===== config.mk =====
export PLATFORM = sky130hd
export DESIGN_NAME = fwd_hazard_unit
export DESIGN_NICKNAME = d
export VERILOG_FILES = /design/src/rtl/fwd_hazard_unit.sv
export SDC_FILE = /design/constraint.sdc
export NUM_CORES = 1
export LEC_CHECK = 0
export BUFFER_PORTS_ARGS = -buffer_cell sky130_fd_sc_hd__buf_2
export CORE_MARGIN = 8
export CORE_UTILIZATION = 54
export DETAILED_ROUTE_END_ITERATION = 8
export GPL_ROUTABILITY_DRIVEN = 1
export PLACE_DENSITY = 0.8
export SLEW_MARGIN = 20
export SYNTH_ARGS = -nofsm -noshare
export SYNTH_HDL_FRONTEND = slang
export SYNTH_SLANG_ARGS = --single-unit

===== constraint.sdc =====
create_clock -name clk -period 2.91 [get_ports clk]
set_clock_uncertainty 0.2 [all_clocks]
set_input_delay 0.582 -clock clk [delete_from_list [all_inputs] [get_ports clk]]
set_output_delay 0.582 -clock clk [all_outputs]
set_load 0.02 [all_outputs]

===== src/rtl/fwd_hazard_unit.sv =====
// ---------------------------------------------------------------------------
// fwd_hazard_unit
//
// Operand-forwarding and hazard-detection unit for an in-order pipeline.
// It tracks the destination register of every in-flight instruction after ID
// in a small shift-register scoreboard. Stage 1 is EX and stage DEPTH is WB.
// From this it selects a forwarding source for each ID operand. It also
// detects load-use hazards (stall) and passes branch redirects through as
// pipeline flushes.
//
// Parameters
//   NREG      architectural register count (index width RW = clog2(NREG))
//   DEPTH     number of tracked stages after ID (2..8)
//   LOAD_STG  first stage whose load result can be forwarded (2..DEPTH)
//   CW        width of the saturating performance counters
//
// Ports
//   clk                 rising-edge clock
//   reset               asynchronous active-low reset
//   id_valid            ID holds a real instruction
//   id_rs1, id_rs2      ID source register indices
//   id_use1, id_use2    ID instruction actually reads rs1 / rs2
//   id_rd               ID destination register index
//   id_regwrite         ID instruction writes id_rd
//   id_is_load          ID instruction is a load
//   ex_redirect         EX resolved a taken branch/jump this cycle
//   stall               hold PC and IF/ID, insert bubble into EX
//   flush_ifid          squash IF/ID
//   flush_idex          squash ID/EX
//   fwd1_sel, fwd2_sel  0 = register file, k = result of stage k
//   stall_cnt           saturating count of stall cycles
//   flush_cnt           saturating count of redirect cycles
// ---------------------------------------------------------------------------
module fwd_hazard_unit #(
  parameter  int NREG     = 32,
  parameter  int DEPTH    = 3,
  parameter  int LOAD_STG = 2,
  parameter  int CW       = 32,
  localparam int RW       = $clog2(NREG),
  localparam int SW       = $clog2(DEPTH + 1)
) (
  input  logic          clk,
  input  logic          reset,
  input  logic          id_valid,
  input  logic [RW-1:0] id_rs1,
  input  logic [RW-1:0] id_rs2,
  input  logic          id_use1,
  input  logic          id_use2,
  input  logic [RW-1:0] id_rd,
  input  logic          id_regwrite,
  input  logic          id_is_load,
  input  logic          ex_redirect,
  output logic          stall,
  output logic          flush_ifid,
  output logic          flush_idex,
  output logic [SW-1:0] fwd1_sel,
  output logic [SW-1:0] fwd2_sel,
  output logic [CW-1:0] stall_cnt,
  output logic [CW-1:0] flush_cnt
);

  // Scoreboard entry k mirrors the instruction currently in stage k.
  logic [DEPTH:1] sb_v;
  logic [DEPTH:1] sb_wr;
  logic [DEPTH:1] sb_ld;
  logic [RW-1:0]  sb_rd [1:DEPTH];

  logic          hit1, hit2;
  logic          ld1, ld2;
  logic [SW-1:0] stg1, stg2;
  logic          fwdable1, fwdable2;
  logic          hazard1, hazard2;
  logic          load_use;
  logic          load_id;

  // Find the governing producer for each source. The loop runs from the
  // oldest stage toward the youngest, so the last match written (smallest k)
  // is the youngest one and wins. Register x0 is never a producer.
  always_comb begin
    hit1 = 1'b0;
    ld1  = 1'b0;
    stg1 = '0;
    hit2 = 1'b0;
    ld2  = 1'b0;
    stg2 = '0;
    for (int k = DEPTH; k >= 1; k--) begin
      if (sb_v[k] && sb_wr[k] && (sb_rd[k] == id_rs1) && (id_rs1 != '0)) begin
        hit1 = 1'b1;
        ld1  = sb_ld[k];
        stg1 = SW'(k);
      end
      if (sb_v[k] && sb_wr[k] && (sb_rd[k] == id_rs2) && (id_rs2 != '0)) begin
        hit2 = 1'b1;
        ld2  = sb_ld[k];
        stg2 = SW'(k);
      end
    end
  end

  // A load result becomes usable only from LOAD_STG onward. A younger
  // matching load therefore blocks the operand even when an older stage
  // holds a usable value, because the younger value is the correct one.
  // Every output is forced to zero while reset is held, independent of clk.
  always_comb begin
    fwdable1   = !ld1 || (int'(stg1) >= LOAD_STG);
    fwdable2   = !ld2 || (int'(stg2) >= LOAD_STG);
    hazard1    = id_use1 && hit1 && !fwdable1;
    hazard2    = id_use2 && hit2 && !fwdable2;
    load_use   = id_valid && (hazard1 || hazard2);
    stall      = reset && load_use && !ex_redirect;
    flush_ifid = reset && ex_redirect;
    flush_idex = reset && ex_redirect;
    fwd1_sel   = (reset && id_use1 && hit1 && fwdable1) ? stg1 : '0;
    fwd2_sel   = (reset && id_use2 && hit2 && fwdable2) ? stg2 : '0;
    load_id    = id_valid && !stall && !ex_redirect;
  end

  // Advance the scoreboard one stage per clock. The ID instruction enters
  // stage 1 only if it is actually issued; otherwise a bubble enters. The
  // event counters saturate at all-ones rather than wrapping.
  always_ff @(posedge clk or negedge reset) begin
    if (!reset) begin
      sb_v      <= '0;
      sb_wr     <= '0;
      sb_ld     <= '0;
      for (int k = 1; k <= DEPTH; k++) begin
        sb_rd[k] <= '0;
      end
      stall_cnt <= '0;
      flush_cnt <= '0;
    end else begin
      for (int k = DEPTH; k >= 2; k--) begin
        sb_v[k]  <= sb_v[k-1];
        sb_wr[k] <= sb_wr[k-1];
        sb_ld[k] <= sb_ld[k-1];
        sb_rd[k] <= sb_rd[k-1];
      end
      sb_v[1]  <= load_id;
      sb_wr[1] <= id_regwrite;
      sb_ld[1] <= id_is_load;
      sb_rd[1] <= id_rd;
      if (stall && (stall_cnt != '1)) begin
        stall_cnt <= stall_cnt + CW'(1);
      end
      if (ex_redirect && (flush_cnt != '1)) begin
        flush_cnt <= flush_cnt + CW'(1);
      end
    end
  end

endmodule


After elaboration in Yosys (flattened, before gate mapping)

Cells that the tools add are included.

Flip-flop bits (word level): 88
Bits of input ports: 23
Logic and storage cells: 84

Add/sub/neg operators: 2
Order comparisons: 2
Equal/unequal tests: 8
Mux-type cells: 20
Reductions and logical operators: 44

Operator list:

| kind                                                            | count |
|---|---|
| 32-bit by 1-bit adder with 32-bit output, second input constant | 2 |
| 32-bit != test, second input constant                           | 2 |
| 1-bit logical AND                                               | 33 |
| 5-bit == test                                                   | 6 |
| 2-bit 2-to-1 mux                                                | 8 |
| 1-bit 2-to-1 mux                                                | 12 |
| 5-bit nonzero test                                              | 2 |
| 1-bit zero test                                                 | 6 |
| 2-bit greater-or-equal comparator, second input constant        | 2 |
| 1-bit logical OR                                                | 3 |

Logic depth before layout (Yosys ltp)

Gate-level depths: netlist of run 1.

Word-level depth: 17
Gate-level depth with buffers: 8
Depth with buffers taken out: 7

Least setup slack after synthesis of run 1

No wires, ideal clock.

Path type: input port to output port
From: in id_rs2[0]
To: out fwd2_sel[0]
Arrival: 1953 ps
Required time: 2128 ps
Path slack: 175 ps
Stages: 6
Buffers on the path: 0
Cell sequence: or4_1 nor2_1 nor4_1 nor3b_1 a21oi_1 nor2_1

Cells in the longest elaborated chain, start to end: 10
Elaborated cells on any way between the ends: 25
Those cells by class: order compare (1); eq/ne (3); mux (10); reduce/logical (11)

Ends and longest elaborated chain:

| element                                                              | line | source |
|---|---|---|
| from (decl)                                                          | 46   | `input logic [RW-1:0] id_rs2,` |
| 5-bit == test                                                        | 92   | `if (sb_v[k] && sb_wr[k] && (sb_rd[k] == id_rs2) && (id_rs2 != '0)) begin` |
| 1-bit logical AND (2 in a row)                                       | 92   |  |
| 2-bit 2-to-1 mux or 1-bit 2-to-1 mux (tied branches) (3 in a row)    | 92   |  |
| 2-bit greater-or-equal comparator or 1-bit zero test (tied branches) | 106  | `fwdable2 = !ld2 \|\| (int'(stg2) >= LOAD_STG);` |
| 1-bit logical OR                                                     | 106  |  |
| 1-bit logical AND                                                    | 114  | `fwd2_sel = (reset && id_use2 && hit2 && fwdable2) ? stg2 : '0;` |
| 2-bit 2-to-1 mux (*)                                                 | 114  |  |
| to (decl)                                                            | 57   | `output logic [SW-1:0] fwd2_sel,` |

Mark *: on every way between the ends. The rest lies on a longest branch, timed or not.

Worst setup path after layout of run 1

From: reg sb_rd[0] (netlist bit)
To: out fwd1_sel[0]

Cells in the longest elaborated chain, start to end: 10
Elaborated cells on any way between the ends: 18
Those cells by class: order compare (1); eq/ne (1); mux (10); reduce/logical (6)

Ends and longest elaborated chain:

| element                                                              | line | source |
|---|---|---|
| from (decl)                                                          | 66   | `logic [RW-1:0] sb_rd [1:DEPTH];` |
| from (signal, indexed assignment)                                    | 136  | `sb_rd[k] <= sb_rd[k-1];` |
| 5-bit == test (*)                                                    | 87   | `if (sb_v[k] && sb_wr[k] && (sb_rd[k] == id_rs1) && (id_rs1 != '0)) begin` |
| 1-bit logical AND (*) (2 in a row)                                   | 87   |  |
| 2-bit 2-to-1 mux or 1-bit 2-to-1 mux (tied branches) (3 in a row)    | 87   |  |
| 2-bit greater-or-equal comparator or 1-bit zero test (tied branches) | 105  | `fwdable1 = !ld1 \|\| (int'(stg1) >= LOAD_STG);` |
| 1-bit logical OR                                                     | 105  |  |
| 1-bit logical AND                                                    | 113  | `fwd1_sel = (reset && id_use1 && hit1 && fwdable1) ? stg1 : '0;` |
| 2-bit 2-to-1 mux (*)                                                 | 113  |  |
| to (decl)                                                            | 56   | `output logic [SW-1:0] fwd1_sel,` |

Marks and branches as above.

==> results of run 1 <==
-- logic make-up after synthesis --
family	after synthesis
adder cells (fa/ha/maj)	2
AND/OR/NAND/NOR	180
buffers and inverters	11
AO/OA/AOI/OAI	15
XOR/XNOR	85
multiplexers	4
flip-flops	86
-- power groups by stage --
stage / sequential, µW / combinational [µW] / clock (µW)
2_1_floorplan: 1420 / 125 / 0
3_3_place_gp: 1370 / 317 / 0
3_5_place_dp: 1370 / 328 / 0
4_1_cts: 1350 / 329 / 883
5_1_grt: 1360 / 367 / 929
6_report: 1360 / 331 / 861
-- per-stage QoR --
step	power [µW]	utilization	TNS, ns	area, µm²	setup slack (ns)
6_report	2550	0.670	0	5070	0.0562
5_1_grt	2660	0.670	-0.0256	5070	-0.0140
4_1_cts	2560	0.663	0	5010	0.0153
3_5_place_dp	1700	0.634	0	4800	0.0490
3_3_place_gp	1690	0.634	0	4800	0.0738
2_1_floorplan	1550	-	0	4130	0.175
-- area by class of cell --
class | instances | area, µm² | share of cell area
multi-input cells | 286 | 1970 | 0.389
inverters | 8 | 30.0 | 0.00592
repair buffers | 107 | 582 | 0.115
clock inverters | 7 | 81.3 | 0.0160
flip-flops and latches | 86 | 2160 | 0.425
well taps | 102 | 128 | 0.0252
clock buffers | 9 | 124 | 0.0244
-- flip-flops by register name, summed over array words and instances (netlist names) --
name and count:
sb_rd 15, sb_v 3, sb_ld 1, flush_cnt 32
stall_cnt 32, sb_wr 3
-- cell usage in the layout, fill, tap and decap left out, drive strengths merged, types with 3 or more instances in the layout --
master / n
mux2: 4
nand4b: 3
a21oi: 4
xor2: 22
nand4: 26
nor3: 11
and3: 10
clkbuf: 9
or4: 3
nor4: 8
clkinv: 3
nand2: 25
buf: 107
nand3: 42
nor2: 18
and2: 9
nor3b: 4
or3: 5
dfrtp: 86
nand2b: 7
inv: 11
xnor2: 63
and4: 3
-- worst paths after layout --
check	from	to	slack, ns
max	sb_rd[0]$_DFF_PN0_	fwd1_sel[0]	0.06
min	reset	flush_cnt[29]$_DFFE_PN0P_	0.07
max reg2reg	sb_ld[1]$_DFF_PN0_	stall_cnt[28]$_DFFE_PN0P_	0.47
min reg2reg	sb_v[2]$_DFF_PN0_	sb_v[3]$_DFF_PN0_	0.18
max in group asynchronous	reset	sb_rd[10]$_DFF_PN0_	1.80
min in group clk	id_rd[3]	sb_rd[13]$_DFF_PN0_	0.13
-- per-layer routing --
metal	wire length [µm]	vias to the layer above
li1	-	1574
met1	4240	1661
met2	4560	115
met3	749	17
met4	180	2
met5	10	-
-- repair_timing --
item,CTS,global route
setup buffers,1,0
hold buffers,0,0
hold endpoints to repair,0,0
endpoints found under the setup margin,1,3
pin swaps,1,5
resized for setup,1,15
==> metrics list, run 1 <==
- Dominant cell by count in the synthesized netlist: dfrtp_1
- Entering global routing, the biggest net connects between 50 and 60 pins.
- CTS Buffer Depth: 2
- At the end of the flow, the number of nets in the layout was 523.
- Measured against the total synthesized area, the mux share comes to 0.0109.
- Proportion of total power due to net switching: 0.290
* Worst-case vdd ir drop: around 0.00046 V
- Total number of clock tree sinks: 86
* Final critical-path share of the clock period: 0.981
- The Yosys step of the flow raised 0 warnings.
- During I/O placement, the number of pins put on the boundary was 94.
- Input and output buffers added on the ports amount to 93.
* Effective utilization at floorplan: 0.545
* Mean Syn Cell Area: between 10 and 15 µm²
- DRC violation count after routing: 0
- Number of library cell types mapped by synthesis: 39
* Dominant combinational cell family by area after synthesis: simple AND/OR/NAND/NOR gates
- For the finished layout, the period the worst path requires is between 2 and 3 ns.
- Hold is met by approximately 0.073 ns.
- Detailed Route Iter0 Violations: just over 80
* Most congested layer reported by global routing: met2
* Max-cap viol count: 0
* Critical path's largest stage delay: ~0.42 ns
* Flops & latches, synth: 86
* CTS Buf Count: 9
* Antenna violations before repair: 1
* CTS tree: done
- Maximum fanout along the worst path: 2
* Number of placed cells counting well taps: about 590
- STA classifies the critical path endpoint as an output port.
* Placed wire-length estimate: 7400 µm
- Clock Tree Root: clkbuf_8
- Clock slew at the register clock pins of the worst setup and hold paths: around 0.09 ns
- For this run the aggregate overflow at the end of global routing stands at 0.
- Xor and xnor area share after synthesis: 0.180
- Internal power comes to 1810 µW.
- Placement row count: 32
* Gate count after technology mapping: approximately 380
- Final-report max-slew violation count: 0
- Routed via count divided by cell count: around 5.6
- 0 antenna diodes ended up in the layout.
- Area fraction in compound gates after synthesis: 0.0267
- Slew at the pin closest to its max-slew limit: about 0.7 ns
* Upper clock frequency limit: about 0.35 GHz
* Critical path depth: 7
- At the worst endpoint, the arrival time is a little over 2 ns.
* Worst Reg-to-Reg Cells: 6
- The share of synthesized area in the top cell type comes to 0.522.
- Comb pwr share: 0.130
- The worst setup path is of the flop to output port kind.
- Leakage component of the power: between 0.002 and 0.0025 µW
- Number of failing hold endpoints at the final stage: 0
- Synthesized cell area: 4130 µm²
- The synthesized design spends more area on one cell type than any other, namely dfrtp_1.
* CP Launch Type: flop
* Fill cell instance count of the final layout: 602
- Vias in the first global route: roughly 3,400
- Compared with the post-synthesis result, the final layout area differs by 23.0%.
- For this run, global-route usage on met3 was measured as 0.0475.
- Total routing usage reported by global routing: 0.191
* Count of buffer and inverter cells on the critical path: 1
- Slowest CP cell: dfrtp_1
* Global placement routability congestion: about 0.96
* Proportion of synthesized chip area in sequential cells: 0.522
- Setup violations remaining at the end of the flow were counted as 0.
- From left edge to right edge, the die measures a little over 100 µm.
- Layout cell share with drive strength beyond 1: 0.284
* Clock power frac: 0.338
- Synthesis produced a netlist with a net count of 408.
- Measured along the y axis, the die boundary spans ~100 µm.
- The first detailed-routing pass ran for 5 iterations.
- Core Footprint: between 7000 and 8000 µm²
* Main flop type after synthesis: dfrtp_1
* Req. time, crit path: about 2.1 ns
- After detailed routing, the average wire length per cell comes to 16.1 µm.
- Leaving out filler cells and counting taps, the final layout contains a little over 600.
- Net switching power: 739 µW
- EDFF count, synth: 0
- Counting flops with an async set or reset pin after synthesis yields a share of 1.00.
- Outcome: finished, final reports clean
- Clock latency on the worst-skew pair, taken at its later pin, is roughly 0.35 ns.
- GR Util met1: 0.244
* Crit-path cells: xor2_1 -> nor4_1 -> nand3_1 -> nand2b_1 -> mux2_4 -> nor2_4 -> buf_6
- In the global route stage, met2 resource usage came out at 0.303.
* Power Density: 502 nW/µm²
- Of the total synthesized cell area, the portion taken by AND, OR, NAND and NOR gates is 0.242.
- After synthesis, the cell types taking the most area are dfrtp_1 52%, xnor2_1 13%, nand3_1 5.1%.
- Synth top cells by count: 86 x dfrtp_1, 63 x xnor2_1, 42 x nand3_1
- In this run the worst hold path is classified as primary input to asynchronous set/reset pin.
- The final route contains around 3,400 vias.
- The final layout contains routed wiring with a total length of ~10000 µm.
- The first global-routing pass estimated approximately 16,000 µm of wire.
* Adder-cell share of the synthesized area: 0.00607
- Share of power burned in registers: 0.532
- The count of nets left with antenna violations once routing finished came out at 0.
* Die Outline Area: roughly 11,000 µm²
- The clock tree synthesis step divided the H-tree into 3 levels.
* Cell type group with the largest total delay on the critical path: simple AND/OR/NAND/NOR gates
* Worst rel slew slack: 0.527
(Power assumes the default switching activity.)
==> run 2, diff against run 1 <==
- CORE_UTILIZATION: 54 -> 56
- PLACE_DENSITY: 0.8 -> 0.82
- clock period: 2.91 -> 3.39 ns (I/O delays scaled with it)
==> run 2 against run 1 <==
Sequential share of layout area increased by 0.61 points. Utilization increased by 2.5 points. Critical path depth up 1. Routed wire length fell by 0.31%. Combinational power is 17% lower. Clock-buffer cell count rose by 1.
==> metrics list, run 2 (synthesized netlist as in run 1, its figures left out) <==
* Outcome: finished, final reports clean
- Fill cell instance count of the final layout: 560
- Clock insertion delay at the later pin of the skew report: ~0.35 ns
- CTS tree: done
* Category of the critical setup timing path: primary input to output port
* Power Density: approximately 460 nW/µm²
* Critical path's largest stage delay: ~0.52 ns
- Final Critical Period: around 3.2 ns
- Effective utilization at floorplan: 0.575
* Detailed Route Iter0 Violations: 194
* H-tree depth reported by CTS: 3
- The final layout contains routed wiring with a total length of around 9700 µm.
* Setup tns final: 0 ns
- CTS Buffer Depth: 2
- Worst-case vdd ir drop: about 0.00038 V
- Internal cell power: approximately 1700 µW
- The routed layout has 3,316 vias.
- Core Footprint: about 7200 µm²
* Slowest CP cell: or4_1
- The final hold violation count is 0.
- The number of global-route vias before repair was around 3,400.
- Dividing the final minimum period by the clock period gives 0.932.
- Of the total power, the share spent switching nets is 0.261.
- Total routing usage reported by global routing: 0.191
- CTS hold repair buffers: 0
- Total number of clock tree sinks: 86
- Number of post-CTS setup repair buffers: 0
* Max-cap viol count: 0
* Final number of setup-violating endpoints: 0
- Headroom to the max-slew limit came out at 0.489.
- Comb pwr share: 0.119
* Most common cell after layout, fill and taps aside: buf_2
- Final-report max-slew violation count: 0
* Worst-case setup slack after placement: about 0.26 ns
- Count of buffer and inverter cells on the critical path: 2
- Least setup slack across all paths after layout: around 0.23 ns
- Maximum fanout along the worst path: 5
* Launching point of the worst reg2reg path: sb_rd[10]$_DFF_PN0_
- Dividing the detail-routed via count by the number of cells gives approximately 5.6.
* Req. time, crit path: about 2.5 ns
- Placement row count: 31
- The largest registers in the layout are flush_cnt x32, stall_cnt x32, sb_rd x15.
* Crit-path cells: buf_2 -> or4_1 -> nor2_1 -> nor4_1 -> nor3b_1 -> a21oi_1 -> nor2_1 -> buf_2
- Of the total power, the clock network draws 0.374.
* I/O pin count: between 90 and 100
- The die is 102 µm tall.
- Upper clock frequency limit: 0.317 GHz
- In this run, post-CTS repair resized a total of 0 instances.
- Clock-pin slew was measured on the worst setup and hold paths at ~0.08 ns.
* Slew at the pin closest to its max-slew limit: roughly 0.76 ns
- Net switching power: 602 µW
* Share of the core filled with cells in the final layout: 0.696
- Relative area change from synthesis to final layout: 21.0%
- First-pass GRT wire length: ~16,000 µm
- Cell type group with the largest total delay on the critical path: simple AND/OR/NAND/NOR gates
- Global placement routability congestion: a little under 1
* Clock Tree Root: clkbuf_8
- Of the cells placed in the final design, the portion with a size suffix greater than 1 is 0.253.
- STA classifies the critical path startpoint as a primary input.
* CTS Buf Count: 9
- For this design the static power due to leakage is 0.00234 µW.
- In the routed design, unresolved DRC markers number 0.
- Commonest cells after routing, fill and taps aside: 92 x buf_2, 86 x dfrtp_1, 63 x xnor2_1
- Antenna violations before repair: 1
- Worst setup EP type: output port
- Nets: 516
- 0 antenna diodes ended up in the layout.
* Number of routed nets with antenna violations: 0
* Drt pass-1 iters: 4
- Overflow after GRT: 0
- Data arrival time of the worst path: 2.28 ns
- RSZ-0062 raised after global routing: false
* Class of the worst hold path: primary input to asynchronous set/reset pin
* Setup crit start: id_rs2[0]
* Per-cell routed wire length: about 16 µm
* DIE WIDTH: around 100 µm
- The HPWL after detailed placement is around 7500 µm.
- Largest net degree at the start of global routing: between 40 and 50
* Share of power burned in registers: 0.506
* IO buf count: between 90 and 100
* Die Outline Area: 10,400 µm²
run 2: changes by cell type in the layout (fill, tap and decap cells not counted), sizes merged:
| cell | delta |
|---|---|
| clkbuf | +1 |
| buf | -7 |
| inv | -2 |
| bufinv | +2 |
| clkinv | -3 |
| clkinvlp | +1 |
run 2: metrics by stage:
step	total power, µW	std cells	hold WS, ns	instance area [µm²]
finish	2310	594	0.138	4990
global route	2400	594	0.138	4990
CTS	2320	594	0.131	4990
detailed placement	1460	579	0.165	4750
global placement	1450	579	0.155	4750
floorplan	1330	383	0.154	4130
run 2: layout make-up:
type	instances	area, µm²	area share
flip-flops and latches	86	2150	0.431
repair buffers	100	520	0.104
multi-input cells	286	1920	0.385
clock inverters	5	106	0.0213
well taps	99	124	0.0248
inverters	8	30.0	0.00601
clock buffers	10	138	0.0276
run 2: path summary, 6_finish.rpt:
check,depth (start not counted),slack [ns],to
worst max-delay path,8,0.23,fwd2_sel[0]
worst min-delay path,2,0.14,stall_cnt[29]$_DFFE_PN0P_
min in group clk,0,0.19,sb_v[3]$_DFF_PN0_
max in group asynchronous,3,1.99,stall_cnt[12]$_DFFE_PN0P_
worst min register to register,0,0.19,sb_v[3]$_DFF_PN0_
worst max register to register,6,0.88,stall_cnt[27]$_DFFE_PN0P_
run 2: power by group through the flow:
| stage | registers, µW | clock network [µW] | logic, µW |
|---|---|---|---|
| global placement | 1180 | 0 | 271 |
| global route | 1170 | 922 | 307 |
| detailed placement | 1180 | 0 | 280 |
| floorplan | 1220 | 0 | 108 |
| finish | 1170 | 863 | 275 |
| CTS | 1160 | 878 | 279 |
run 2: metal layers:
metal	track usage	share of wire
met5	0	0.0013
met2	0.305	0.47
met1	0.242	0.44
met4	0.0632	0.015
met3	0.0593	0.073
run 2: worst reg2reg max path, delay by kind of cell (launching register included):
kind / cells / cell delay (ns)
DFF: 1 / 0.44
xor gates and xnor gates: 1 / 0.16
and+or+nand+nor: 3 / 1.03
AOI/OAI and AO/OA: 2 / 0.57
==> run 3, diff against run 2 <==
- REMOVE_ABC_BUFFERS: not set -> 1
==> run 3 against run 2 <==
Non-clock buffer count stayed put. Critical path depth stayed put. Via count is 0.81% higher. Routed wire length is 2.9% higher. Highest routed layer is now met4.
==> metrics list, run 3 (synthesized netlist as in run 1, its figures left out) <==
- Final number of setup-violating endpoints: 0
- For this design the static power due to leakage is 0.00235 µW.
- The layout has roughly 540 filler cells.
- Timing would allow up to 0.311 GHz.
- Top Registers: flush_cnt x32, stall_cnt x32, sb_rd x15
* Worst-case setup slack after placement: 0.185 ns
* Slew at the pin closest to its max-slew limit: a little over 0.7 ns
- Number of failing hold endpoints at the final stage: 0
- Summed over all layers, the global routing overflow is 0.
- STA classifies the critical path startpoint as a primary input.
* Clock slew at the register clock pins of the worst setup and hold paths: ~0.09 ns
- Nets: a little over 500
- Among all stages on the critical path, the largest delay is contributed by or4_1.
* Vias in the first global route: between 3,000 and 4,000
* CTS hold repair buffers: 0
- Comb pwr share: 0.120
* Class of the worst hold path: primary input to asynchronous set/reset pin
- Summed over all nets, the switching power comes to just over 600 µW.
- Largest net degree at the start of global routing: 60
- The floorplan step set the die width to around 100 µm.
- Via count: roughly 3,300
- For this run, the detailed router's first-pass iteration total came to 5.
- The count of pins over their slew limit is 0.
- The floorplan step defined a die boundary enclosing ~10,000 µm².
- Power Density: roughly 470 nW/µm²
- Clock tree synthesis found a total of 86 sinks.
- Routability-driven placement finished with a final weighted congestion of 0.981.
- IR analysis of the VDD net gives a maximum drop of ~0.00046 V.
- Using the TritonRoute via totals, the vias-per-cell ratio works out to around 5.6.
- Outcome: finished, final reports clean
- Effective utilization at floorplan: 0.575
- Number of placed cells counting well taps: 579
- Antenna cell count: 0
- On the final layout, the worst hold slack is roughly 0.18 ns.
- Setup slack of the worst register-to-register path: about 0.89 ns
* Share of the core filled with cells in the final layout: 0.697
- Die Height: around 100 µm
- The internal power of the cells totals roughly 1700 µW.
- TritonCTS built the clock tree.
- In the routed design, unresolved DRC markers number 0.
- For this design the top-level I/O count stands at 94.
- After the first detailed-routing iteration, the DRC count stood at roughly 120.
- Layout cell share with drive strength beyond 1: 0.254
- Traced cell by cell, the critical path runs through buf_2 -> or4_1 -> nor2_1 -> nor4_1 -> nor3b_1 -> a21oi_1 -> nor2_1 -> buf_2.
- Number of routed nets with antenna violations: 0
- Commonest cells after routing, fill and taps aside: 92 x buf_2, 86 x dfrtp_1, 63 x xnor2_1
- Antenna violations before repair: 0
- Across every metal layer, demand over resource in global routing totals 0.202.
* Setup tns final: 0 ns
* Category of the critical setup timing path: primary input to output port
* H-tree depth reported by CTS: 3
- Least setup slack across all paths after layout: between 0.15 and 0.2 ns
- Req. time, crit path: ~2.5 ns
- Number of resized instances in the post-cts repair step: 0
- Leaving out fill and tap cells, the most frequent cell in the layout is buf_2.
* Final Critical Period: 3.22 ns
- Along the worst path, the maximum fanout reaches 5.
- Measured against its own limit, the worst slew margin works out to 0.524.
- Of the total power, the share spent switching nets is 0.267.
- Counting the buffers created by CTS gives 9.
* Per-cell routed wire length: roughly 17 µm
- Clock Tree Root: clkbuf_8
- The tool flagged a number of max-cap violations equal to 0.
- Of the total power, registers draw 0.498.
- In this run the post-CTS setup repair buffer count came out at 0.
- Excluding fillers, the count of instances in the completed layout stands at ~600.
- CTS Buffer Depth: 2
* Data arrival time of the worst path: ~2.3 ns
* Total routed wirelength: 9990 µm
- Core Footprint: a little over 7000 µm²
* Relative area change from synthesis to final layout: 21.3%
* First-pass GRT wire length: about 16,000 µm
- Worst setup EP type: output port
- Summed over all nets, the half-perimeter wirelength after detailed placement is 7660 µm.
- IO buf count: 93
* Placement row count: 31
- Clock latency on the worst-skew pair, taken at its later pin, is ~0.35 ns.
- Final critical-path share of the clock period: 0.949
* RSZ-0062 raised after global routing: false
* Critical path's largest stage delay: 0.53 ns
* Clock power frac: 0.381
-- run 3: cell types whose count changed in the layout (fill, tap and decap cells not counted), sizes merged --
cell / delta
inv: +1
-- run 3: worst paths after layout --
kind,startpoint,endpoint,cells after the start
max,id_rs2[0],fwd2_sel[0],8
min,reset,sb_rd[8]$_DFF_PN0_,2
max reg2reg,sb_ld[1]$_DFF_PN0_,stall_cnt[5]$_DFFE_PN0P_,7
min reg2reg,sb_wr[2]$_DFF_PN0_,sb_wr[3]$_DFF_PN0_,0
max in group asynchronous,reset,flush_cnt[23]$_DFFE_PN0P_,2
min in group clk,sb_wr[2]$_DFF_PN0_,sb_wr[3]$_DFF_PN0_,0
-- run 3: final cells by class --
type                       instances  area, µm²  area share
sequential                        86       2150       0.430
multi-input combinational        286       1920       0.384
timing repair buffer             100        520       0.104
clock buffer                      10        138      0.0275
tap                               99        124      0.0248
clock inverter                     6        115      0.0230
inverter                           8       30.0     0.00600
-- run 3: metal layers --
metal  GRT usage  vias up  wire length (µm)
met4      0.0756        0                91
met2       0.332      125              4830
li1            -     1570                 -
met3      0.0409       10               692
met5           0        -                 0
met1       0.256     1638              4380
-- run 3: metrics by stage --
| step | total power (µW) | cell area, µm² |
|---|---|---|
| after floorplan | 1330 | 4110 |
| after CTS | 2350 | 5000 |
| after global placement | 1450 | 4750 |
| after global routing | 2430 | 5000 |
| after detailed placement | 1460 | 4750 |
| final | 2330 | 5000 |
-- run 3: power groups by stage --
stage	Clock, µW	Sequential, µW	Combinational, µW
CTS	909	1160	284
floorplan	0	1220	107
global route	956	1170	304
detailed placement	0	1180	283
finish	889	1160	280
global placement	0	1180	271
-- run 3: critical path: cells and delay by family --
kind,cells,cell delay [ns]
AO/OA/AOI/OAI,1,0.06
AND/OR/NAND/NOR,5,1.29
buffers and inverters,2,0.31
